$ cat src/rtl/bp_stats_pkg.sv
// Shared constants for the branch-predictor statistics MMIO block:
// register offsets, CTRL/STATUS bit positions and counter width.
package bp_stats_pkg;

    localparam int CNT_W = 32;

    localparam logic [2:0] OFF_CTRL   = 3'd0;
    localparam logic [2:0] OFF_STATUS = 3'd1;
    localparam logic [2:0] OFF_BR_LO  = 3'd2;
    localparam logic [2:0] OFF_BR_HI  = 3'd3;
    localparam logic [2:0] OFF_HIT_LO = 3'd4;
    localparam logic [2:0] OFF_HIT_HI = 3'd5;
    localparam logic [2:0] OFF_MIS_LO = 3'd6;
    localparam logic [2:0] OFF_MIS_HI = 3'd7;

    localparam int CTRL_EN  = 0;
    localparam int CTRL_FRZ = 1;
    localparam int CTRL_CLR = 2;

    localparam int ST_BR_SAT  = 0;
    localparam int ST_HIT_SAT = 1;
    localparam int ST_MIS_SAT = 2;
    localparam int ST_FRZ     = 3;

endpackage

$ cat src/rtl/bp_stats_mmio_if.sv
// CPU memory-mapped access bus: address, store data, strobes and
// combinational read data.
interface bp_stats_mmio_if;
    logic [15:0] addr;
    logic [15:0] wdata;
    logic        mm_we;
    logic        mm_re;
    logic [15:0] rdata;

    modport master (output addr, wdata, mm_we, mm_re, input rdata);
    modport slave  (input addr, wdata, mm_we, mm_re, output rdata);
endinterface

$ cat src/rtl/sat_cnt32.sv
// 32-bit saturating event counter with synchronous clear and a sticky
// flag recording any increment attempted while already saturated.
module sat_cnt32
    import bp_stats_pkg::*;
(
    input  logic             clk,
    input  logic             rst,
    input  logic             clr,
    input  logic             inc,
    input  logic             en,
    output logic [CNT_W-1:0] q,
    output logic             sat
);

    logic [CNT_W-1:0] q_q, q_d;
    logic             sat_q, sat_d;

    // NOTE: every always_comb output gets a default first, so no path can infer a latch.
    always_comb begin
        q_d   = q_q;
        sat_d = sat_q;
        if (clr) begin
            q_d   = '0;
            sat_d = 1'b0;
        end else if (inc && en) begin
            if (&q_q) sat_d = 1'b1;
            else      q_d   = q_q + CNT_W'(1);
        end
    end

    // NOTE: state registers use non-blocking assignments so all flops update together.
    always_ff @(posedge clk) begin
        if (rst) begin
            q_q   <= '0;
            sat_q <= 1'b0;
        end else begin
            q_q   <= q_d;
            sat_q <= sat_d;
        end
    end

    assign q   = q_q;
    assign sat = sat_q;

endmodule

$ cat src/rtl/bp_stats_mmio.sv
// Branch-predictor statistics block: three saturating counters behind an
// 8-word MMIO window, with a LO-read shadow giving coherent 32-bit reads.
module bp_stats_mmio
    import bp_stats_pkg::*;
#(
    parameter logic [15:0] BASE_ADDR = 16'hC010
) (
    input  logic              clk,
    input  logic              rst,
    bp_stats_mmio_if.slave    bus,
    input  logic              inc_br_cnt,
    input  logic              inc_hit_cnt,
    input  logic              inc_mispr_cnt
);

    logic        sel, ctrl_wr, clr, cnt_en;
    logic [2:0]  off;
    logic        en_q, en_d, frz_q, frz_d;
    logic [15:0] shadow_q [3];
    logic [15:0] shadow_d [3];
    logic [CNT_W-1:0] cnt [3];
    logic [2:0]  sat;
    logic        unused_wdata;

    assign sel          = (bus.addr[15:3] == BASE_ADDR[15:3]);
    assign off          = bus.addr[2:0];
    assign ctrl_wr      = sel && bus.mm_we && (off == OFF_CTRL);
    assign clr          = ctrl_wr && bus.wdata[CTRL_CLR];
    assign cnt_en       = en_q && !frz_q;
    assign unused_wdata = ^bus.wdata[15:3];

    sat_cnt32 u_br  (.clk, .rst, .clr, .inc(inc_br_cnt),    .en(cnt_en), .q(cnt[0]), .sat(sat[0]));
    sat_cnt32 u_hit (.clk, .rst, .clr, .inc(inc_hit_cnt),   .en(cnt_en), .q(cnt[1]), .sat(sat[1]));
    sat_cnt32 u_mis (.clk, .rst, .clr, .inc(inc_mispr_cnt), .en(cnt_en), .q(cnt[2]), .sat(sat[2]));

    always_comb begin
        en_d     = en_q;
        frz_d    = frz_q;
        shadow_d = shadow_q;
        if (ctrl_wr) begin
            en_d  = bus.wdata[CTRL_EN];
            frz_d = bus.wdata[CTRL_FRZ];
        end
        // A LO read captures the high half so the following HI read is coherent.
        if (clr) begin
            shadow_d = '{default: '0};
        end else if (sel && bus.mm_re) begin
            case (off)
                OFF_BR_LO:  shadow_d[0] = cnt[0][31:16];
                OFF_HIT_LO: shadow_d[1] = cnt[1][31:16];
                OFF_MIS_LO: shadow_d[2] = cnt[2][31:16];
                default: ;
            endcase
        end
    end

    always_ff @(posedge clk) begin
        if (rst) begin
            en_q     <= 1'b1;
            frz_q    <= 1'b0;
            // NOTE: the shadow array is only three words, so it is reset explicitly like any register.
            shadow_q <= '{default: '0};
        end else begin
            en_q     <= en_d;
            frz_q    <= frz_d;
            shadow_q <= shadow_d;
        end
    end

    // Reads reflect pre-edge state, so a same-cycle write is not visible yet.
    always_comb begin
        bus.rdata = '0;
        if (sel && bus.mm_re) begin
            case (off)
                OFF_CTRL: begin
                    bus.rdata[CTRL_EN]  = en_q;
                    bus.rdata[CTRL_FRZ] = frz_q;
                end
                OFF_STATUS: begin
                    bus.rdata[ST_BR_SAT]  = sat[0];
                    bus.rdata[ST_HIT_SAT] = sat[1];
                    bus.rdata[ST_MIS_SAT] = sat[2];
                    bus.rdata[ST_FRZ]     = frz_q;
                end
                OFF_BR_LO:  bus.rdata = cnt[0][15:0];
                OFF_BR_HI:  bus.rdata = shadow_q[0];
                OFF_HIT_LO: bus.rdata = cnt[1][15:0];
                OFF_HIT_HI: bus.rdata = shadow_q[1];
                OFF_MIS_LO: bus.rdata = cnt[2][15:0];
                OFF_MIS_HI: bus.rdata = shadow_q[2];
                default:    bus.rdata = '0;
            endcase
        end
    end

endmodule

$ cat src/flat_wrapper.sv
// flat-port wrapper written by rule: the top's interface ports become plain ports
module bp_stats_mmio_flat import bp_stats_pkg::*;
#(
    parameter logic [15:0] BASE_ADDR = 16'hC010
)
  (clk, rst, inc_br_cnt, inc_hit_cnt, inc_mispr_cnt, bus_addr, bus_wdata, bus_mm_we, bus_mm_re, bus_rdata);
  bp_stats_mmio_if bus_i ();
  input  logic clk;
  input  logic rst;
  input  logic inc_br_cnt;
  input  logic inc_hit_cnt;
  input  logic inc_mispr_cnt;
  input wire logic [$bits(bus_i.addr)-1:0] bus_addr;
  input wire logic [$bits(bus_i.wdata)-1:0] bus_wdata;
  input wire logic [$bits(bus_i.mm_we)-1:0] bus_mm_we;
  input wire logic [$bits(bus_i.mm_re)-1:0] bus_mm_re;
  output wire logic [$bits(bus_i.rdata)-1:0] bus_rdata;
  assign bus_i.addr = bus_addr;
  assign bus_i.wdata = bus_wdata;
  assign bus_i.mm_we = bus_mm_we;
  assign bus_i.mm_re = bus_mm_re;
  assign bus_rdata = bus_i.rdata;
  bp_stats_mmio #(.BASE_ADDR(BASE_ADDR)) u_core (.clk(clk), .rst(rst), .bus(bus_i), .inc_br_cnt(inc_br_cnt), .inc_hit_cnt(inc_hit_cnt), .inc_mispr_cnt(inc_mispr_cnt));
endmodule
$ cat config.mk
export PLATFORM = sky130hd
export DESIGN_NAME = bp_stats_mmio_flat
export DESIGN_NICKNAME = d
export VERILOG_FILES = /design/src/rtl/bp_stats_pkg.sv /design/src/rtl/bp_stats_mmio_if.sv /design/src/rtl/sat_cnt32.sv /design/src/rtl/bp_stats_mmio.sv /design/src/flat_wrapper.sv
export SDC_FILE = /design/constraint.sdc
export NUM_CORES = 1
export LEC_CHECK = 0
export CORE_MARGIN = 3
export CORE_UTILIZATION = 64
export DETAILED_ROUTE_END_ITERATION = 6
export GPL_ROUTABILITY_DRIVEN = 1
export GPL_TIMING_DRIVEN = 0
export PLACE_DENSITY_LB_ADDON = 0.25
export SYNTH_ARGS = -nofsm -noshare
export SYNTH_HDL_FRONTEND = slang
export SYNTH_SLANG_ARGS = --single-unit
$ cat constraint.sdc
create_clock -name clk -period 4.4 [get_ports clk]
set_clock_uncertainty 0.1 [all_clocks]
set_input_delay 0.88 -clock clk [delete_from_list [all_inputs] [get_ports clk]]
set_output_delay 0.88 -clock clk [all_outputs]
set_load 0.005 [all_outputs]
==> impl_results.rst <==
.. list-table::
   :header-rows: 1

   * - Metric
     - Value
   * - Placed insts
     - 1,143
   * - Netlist cell types
     - 63
   * - Critical path startpoint
     - bus_addr[0]
   * - Capture instance of the worst register-to-register path
     - u_core.u_br.q[0]
   * - Setup TNS
     - 0 ns
   * - Mapped Nets
     - 1,003
   * - Crit path depth
     - 7
   * - Post-CTS Setup Bufs
     - 0
   * - Floorplan die height
     - 116 um
   * - Deepest level of the CTS H-tree
     - 4
   * - Die Outline Area
     - 13,500 um2
   * - Area of the multi-input gates
     - 4490 um2
   * - Required time of the critical path
     - 3.42 ns
   * - Cell count after synthesis
     - 961
   * - XOR/XNOR share of the synthesized area
     - 2.70%
   * - Main synth FF type
     - sky130_fd_sc_hd__dfxtp_1
   * - Detail Route Antenna Nets
     - 0
   * - Clock insertion delay at the later pin of the skew report
     - 0.44 ns
   * - HPWL after detailed placement
     - 17,400 um
   * - Effective utilization at floorplan
     - 66.8%
   * - Area of the mapped netlist
     - 7780 um2
   * - Total wire length after detailed routing
     - 24,200 um
   * - Number of placement rows
     - 39
   * - Avg Vias per Cell
     - 6.87
   * - Final-report setup violation count
     - 0
   * - Combinational family with the most area after synthesis
     - simple AND/OR/NAND/NOR gates
   * - DRC violation count after routing
     - 1
   * - Placer congestion estimate
     - 1.01
   * - Antenna violations before repair
     - 0
   * - Input/output buffers
     - 39
   * - Maximum vdd drop
     - 0.000306 V
   * - Largest fanout of any net on the critical path
     - 10
   * - Global route total overflow
     - 0
   * - Run status
     - finished, violations left
   * - Area added between synthesis and finish
     - 14.4%
   * - Total via count in the routed design
     - 8,071
   * - Critical path capture point type
     - primary output
   * - Post-Layout Cell Count
     - 1,175
   * - Most numerous cell on the critical path
     - sky130_fd_sc_hd__clkbuf_1
   * - Worst-Margin Slew
     - 1.36 ns
   * - Share of synthesized area spent on multiplexers
     - 6.83%
   * - Data arrival, critical path
     - 3.33 ns
   * - Clock slew at the register clock pins of the worst setup and hold paths
     - 0.06 ns
   * - Final period utilization
     - 98.0%
   * - Reg2Reg Depth
     - 8
   * - Total count of hold-check failures in the final report
     - 0
   * - Maximum buffer depth of the clock tree
     - 2
   * - Seq cells post-synth
     - 149
   * - Max capacitance violation total
     - 0
   * - # nets final
     - 1,061
   * - FF+latch area
     - 2980 um2
   * - Maximum number of pins on one net before global-route repair
     - 17
   * - Share of the synthesized area in compound gates (AO/OA/AOI/OAI)
     - 17.1%
   * - Type of the worst setup path
     - in -> out
   * - Number of synthesis warnings
     - 0
   * - Clock period minus worst slack
     - 4.31 ns
   * - First DRT Iteration DRCs
     - 1,169
   * - Final Power
     - 2.87 mW
   * - Slew Limit Fails
     - 0
   * - FF-to-FF Start
     - u_core.u_br.q[1]
   * - Simple-gate portion of the synthesized area
     - 30.7%
   * - Router iterations before antenna repair
     - 7
   * - Worst hold slack
     - 0.356 ns
   * - Launching element type of the critical path
     - primary input
   * - Slowest stage delay, CP
     - 0.58 ns
   * - Via count of the first global-routing pass
     - 7,286
   * - Wire length of the first global-routing pass
     - 38,300 um
   * - Worst hold path type
     - reg -> reg
   * - Slew HR
     - 8.72%
   * - Leakage Power
     - 2.81 nW
   * - Count of buffering cells on the critical path with inverters included
     - 4
   * - Unrepaired setup endpoints after global routing
     - no
   * - Power per cell area
     - 323 nW/um2
   * - Synthesized-area fraction occupied by adder cells
     - 0.482%
   * - Failing checks
     - DRC
   * - Clock tree from TritonCTS
     - done
   * - Number of enable flip-flop cells after synthesis
     - 0
   * - CTS sink count
     - 149
   * - Most common library cell in the layout ignoring fill and taps
     - sky130_fd_sc_hd__nand2_1
   * - Io pins
     - 55
   * - Filler Cells Inserted
     - 882
   * - DIE WIDTH
     - 116 um
   * - Cell Chain, Critical Path
     - clkbuf_1 > clkbuf_1 > clkbuf_2 > a31oi_1 > o221ai_1 > nor3b_1 > clkdlybuf4s50_1
   * - Wire per inst
     - 20.6 um
   * - TritonCTS Buffers
     - 17
   * - Timing-limited maximum frequency
     - 0.232 GHz
   * - Core ar.
     - 11,700 um2
   * - GR Util All Layers
     - 36.8%
   * - Proportion of synthesized flip-flops having asynchronous set or reset
     - 0%
   * - Share of post-route cells with drive strength above 1
     - 7.46%
   * - Antenna Diode Count
     - 0
   * - Clk Tree Root Cell
     - sky130_fd_sc_hd__clkbuf_16
   * - Master of the slowest instance on the critical path
     - sky130_fd_sc_hd__clkdlybuf4s50_1
   * - Portion of the post-synthesis area used by sequential elements
     - 38.3%
   * - CP top delay family
     - buffers and inverters
   * - Post-Syn Area per Cell
     - 8.10 um2
   * - Last element of the critical path
     - bus_rdata[1]
   * - Register-to-register setup slack
     - 1.49 ns
   * - Most frequent cells in the layout
     - sky130_fd_sc_hd__nand2_1, sky130_fd_sc_hd__dfxtp_1, sky130_fd_sc_hd__a21oi_1
cell usage after synthesis (3+ instances only):
cell	count	area [um2]
sky130_fd_sc_hd__o41ai_1	3	26.3
sky130_fd_sc_hd__xor2_1	10	87.6
sky130_fd_sc_hd__nor4_1	17	106
sky130_fd_sc_hd__nor2_1	57	214
sky130_fd_sc_hd__ha_1	3	37.5
sky130_fd_sc_hd__and3_1	16	100
sky130_fd_sc_hd__nand4_1	36	225
sky130_fd_sc_hd__or4_1	32	240
sky130_fd_sc_hd__o211ai_1	17	128
sky130_fd_sc_hd__nand2b_1	5	31.3
sky130_fd_sc_hd__buf_2	6	30.0
sky130_fd_sc_hd__a22oi_1	12	90.1
sky130_fd_sc_hd__dfxtp_1	149	2980
sky130_fd_sc_hd__and2_1	8	50.1
sky130_fd_sc_hd__clkbuf_1	44	165
sky130_fd_sc_hd__nor3_1	7	35.0
sky130_fd_sc_hd__buf_1	8	30.0
sky130_fd_sc_hd__nand3_1	38	190
sky130_fd_sc_hd__inv_1	16	60.1
sky130_fd_sc_hd__o21ai_0	33	165
sky130_fd_sc_hd__a31oi_1	8	50.1
sky130_fd_sc_hd__mux2_2	15	169
sky130_fd_sc_hd__or3_1	26	163
sky130_fd_sc_hd__a221oi_1	3	26.3
sky130_fd_sc_hd__a21oi_1	104	521
sky130_fd_sc_hd__and4_1	19	166
sky130_fd_sc_hd__o31ai_1	20	150
sky130_fd_sc_hd__nand2_1	157	589
sky130_fd_sc_hd__a22o_1	5	43.8
sky130_fd_sc_hd__xnor2_1	14	123
sky130_fd_sc_hd__nor2b_1	7	43.8
sky130_fd_sc_hd__nand3b_1	4	30.0
sky130_fd_sc_hd__mux4_2	9	203
sky130_fd_sc_hd__mux2i_1	16	160
cell families after synthesis:
group,after synthesis
xor+xnor,24
buf+inv,76
compound gates,220
simple gates,449
flops,149
fa+ha+maj,3
mux,40
routing by layer:
layer	vias to the layer above	global-route usage, %	wire (um)
met1	3789	50.5	9740
met4	0	15.9	1060
li1	3681	-	-
met5	-	0	0
met2	514	55.9	10800
met3	87	8.29	2590
layout make-up:
cell class	instances	area share, %
buffer	60	2.85
inverter	16	0.674
sequential	149	33.5
clock inverter	12	1.22
timing repair buffer	39	4.38
tap	143	2.01
multi-input combinational	736	50.5
clock buffer	20	4.90
sequential cells by signal, summed over array words and instances (netlist names):
| signal | flops |
|---|---|
| u_core.shadow_q | 48 |
| u_core.u_mis.q | 32 |
| u_core.u_br.sat | 1 |
| u_core.frz_q | 1 |
| u_core.u_mis.sat | 1 |
| u_core.u_br.q | 32 |
| u_core.u_hit.q | 32 |
| u_core.en_q | 1 |
| u_core.u_hit.sat | 1 |
power breakdown:
group,switching [mW],internal (mW)
clock,0.600,0.775
combinational,0.0865,0.0490
sequential,0.00929,1.35
how the worst min path moves through the flow:
stage	depth (start not counted)	end	slack (ns)	start
after global routing	2	u_core.shadow_q[34]	0.38	u_core.shadow_q[34]
after detailed placement	2	u_core.shadow_q[10]	0.35	u_core.shadow_q[10]
final	2	u_core.shadow_q[10]	0.36	u_core.shadow_q[10]
after CTS	2	u_core.shadow_q[14]	0.35	u_core.shadow_q[14]
after floorplan	2	u_core.shadow_q[6]	0.33	u_core.shadow_q[6]
after global placement	2	u_core.shadow_q[35]	0.34	u_core.shadow_q[35]
metrics by stage:
| step | utilization (%) | setup slack, ns | cell area, um2 |
|---|---|---|---|
| after floorplan | - | 1.04 | 7780 |
| after global placement | 71.6 | 0.0377 | 8350 |
| after detailed placement | 71.6 | 0.00715 | 8350 |
| after CTS | 76.3 | 0.00279 | 8900 |
| after global routing | 76.4 | 0.00205 | 8910 |
| final | 76.4 | 0.0891 | 8910 |
worst min-delay path: cells and delay by family (launching register included):
kind            cells  cell delay [ns]
simple gates        1             0.05
compound gates      1             0.05
flops               1             0.31
what timing repair did:
item / 4_1_cts / 5_1_grt
gates resized for setup: 0 / 9
setup endpoints to repair: 0 / 12
hold buffers: 0 / 0
Note: power is estimated with default switching activity, not from simulation.
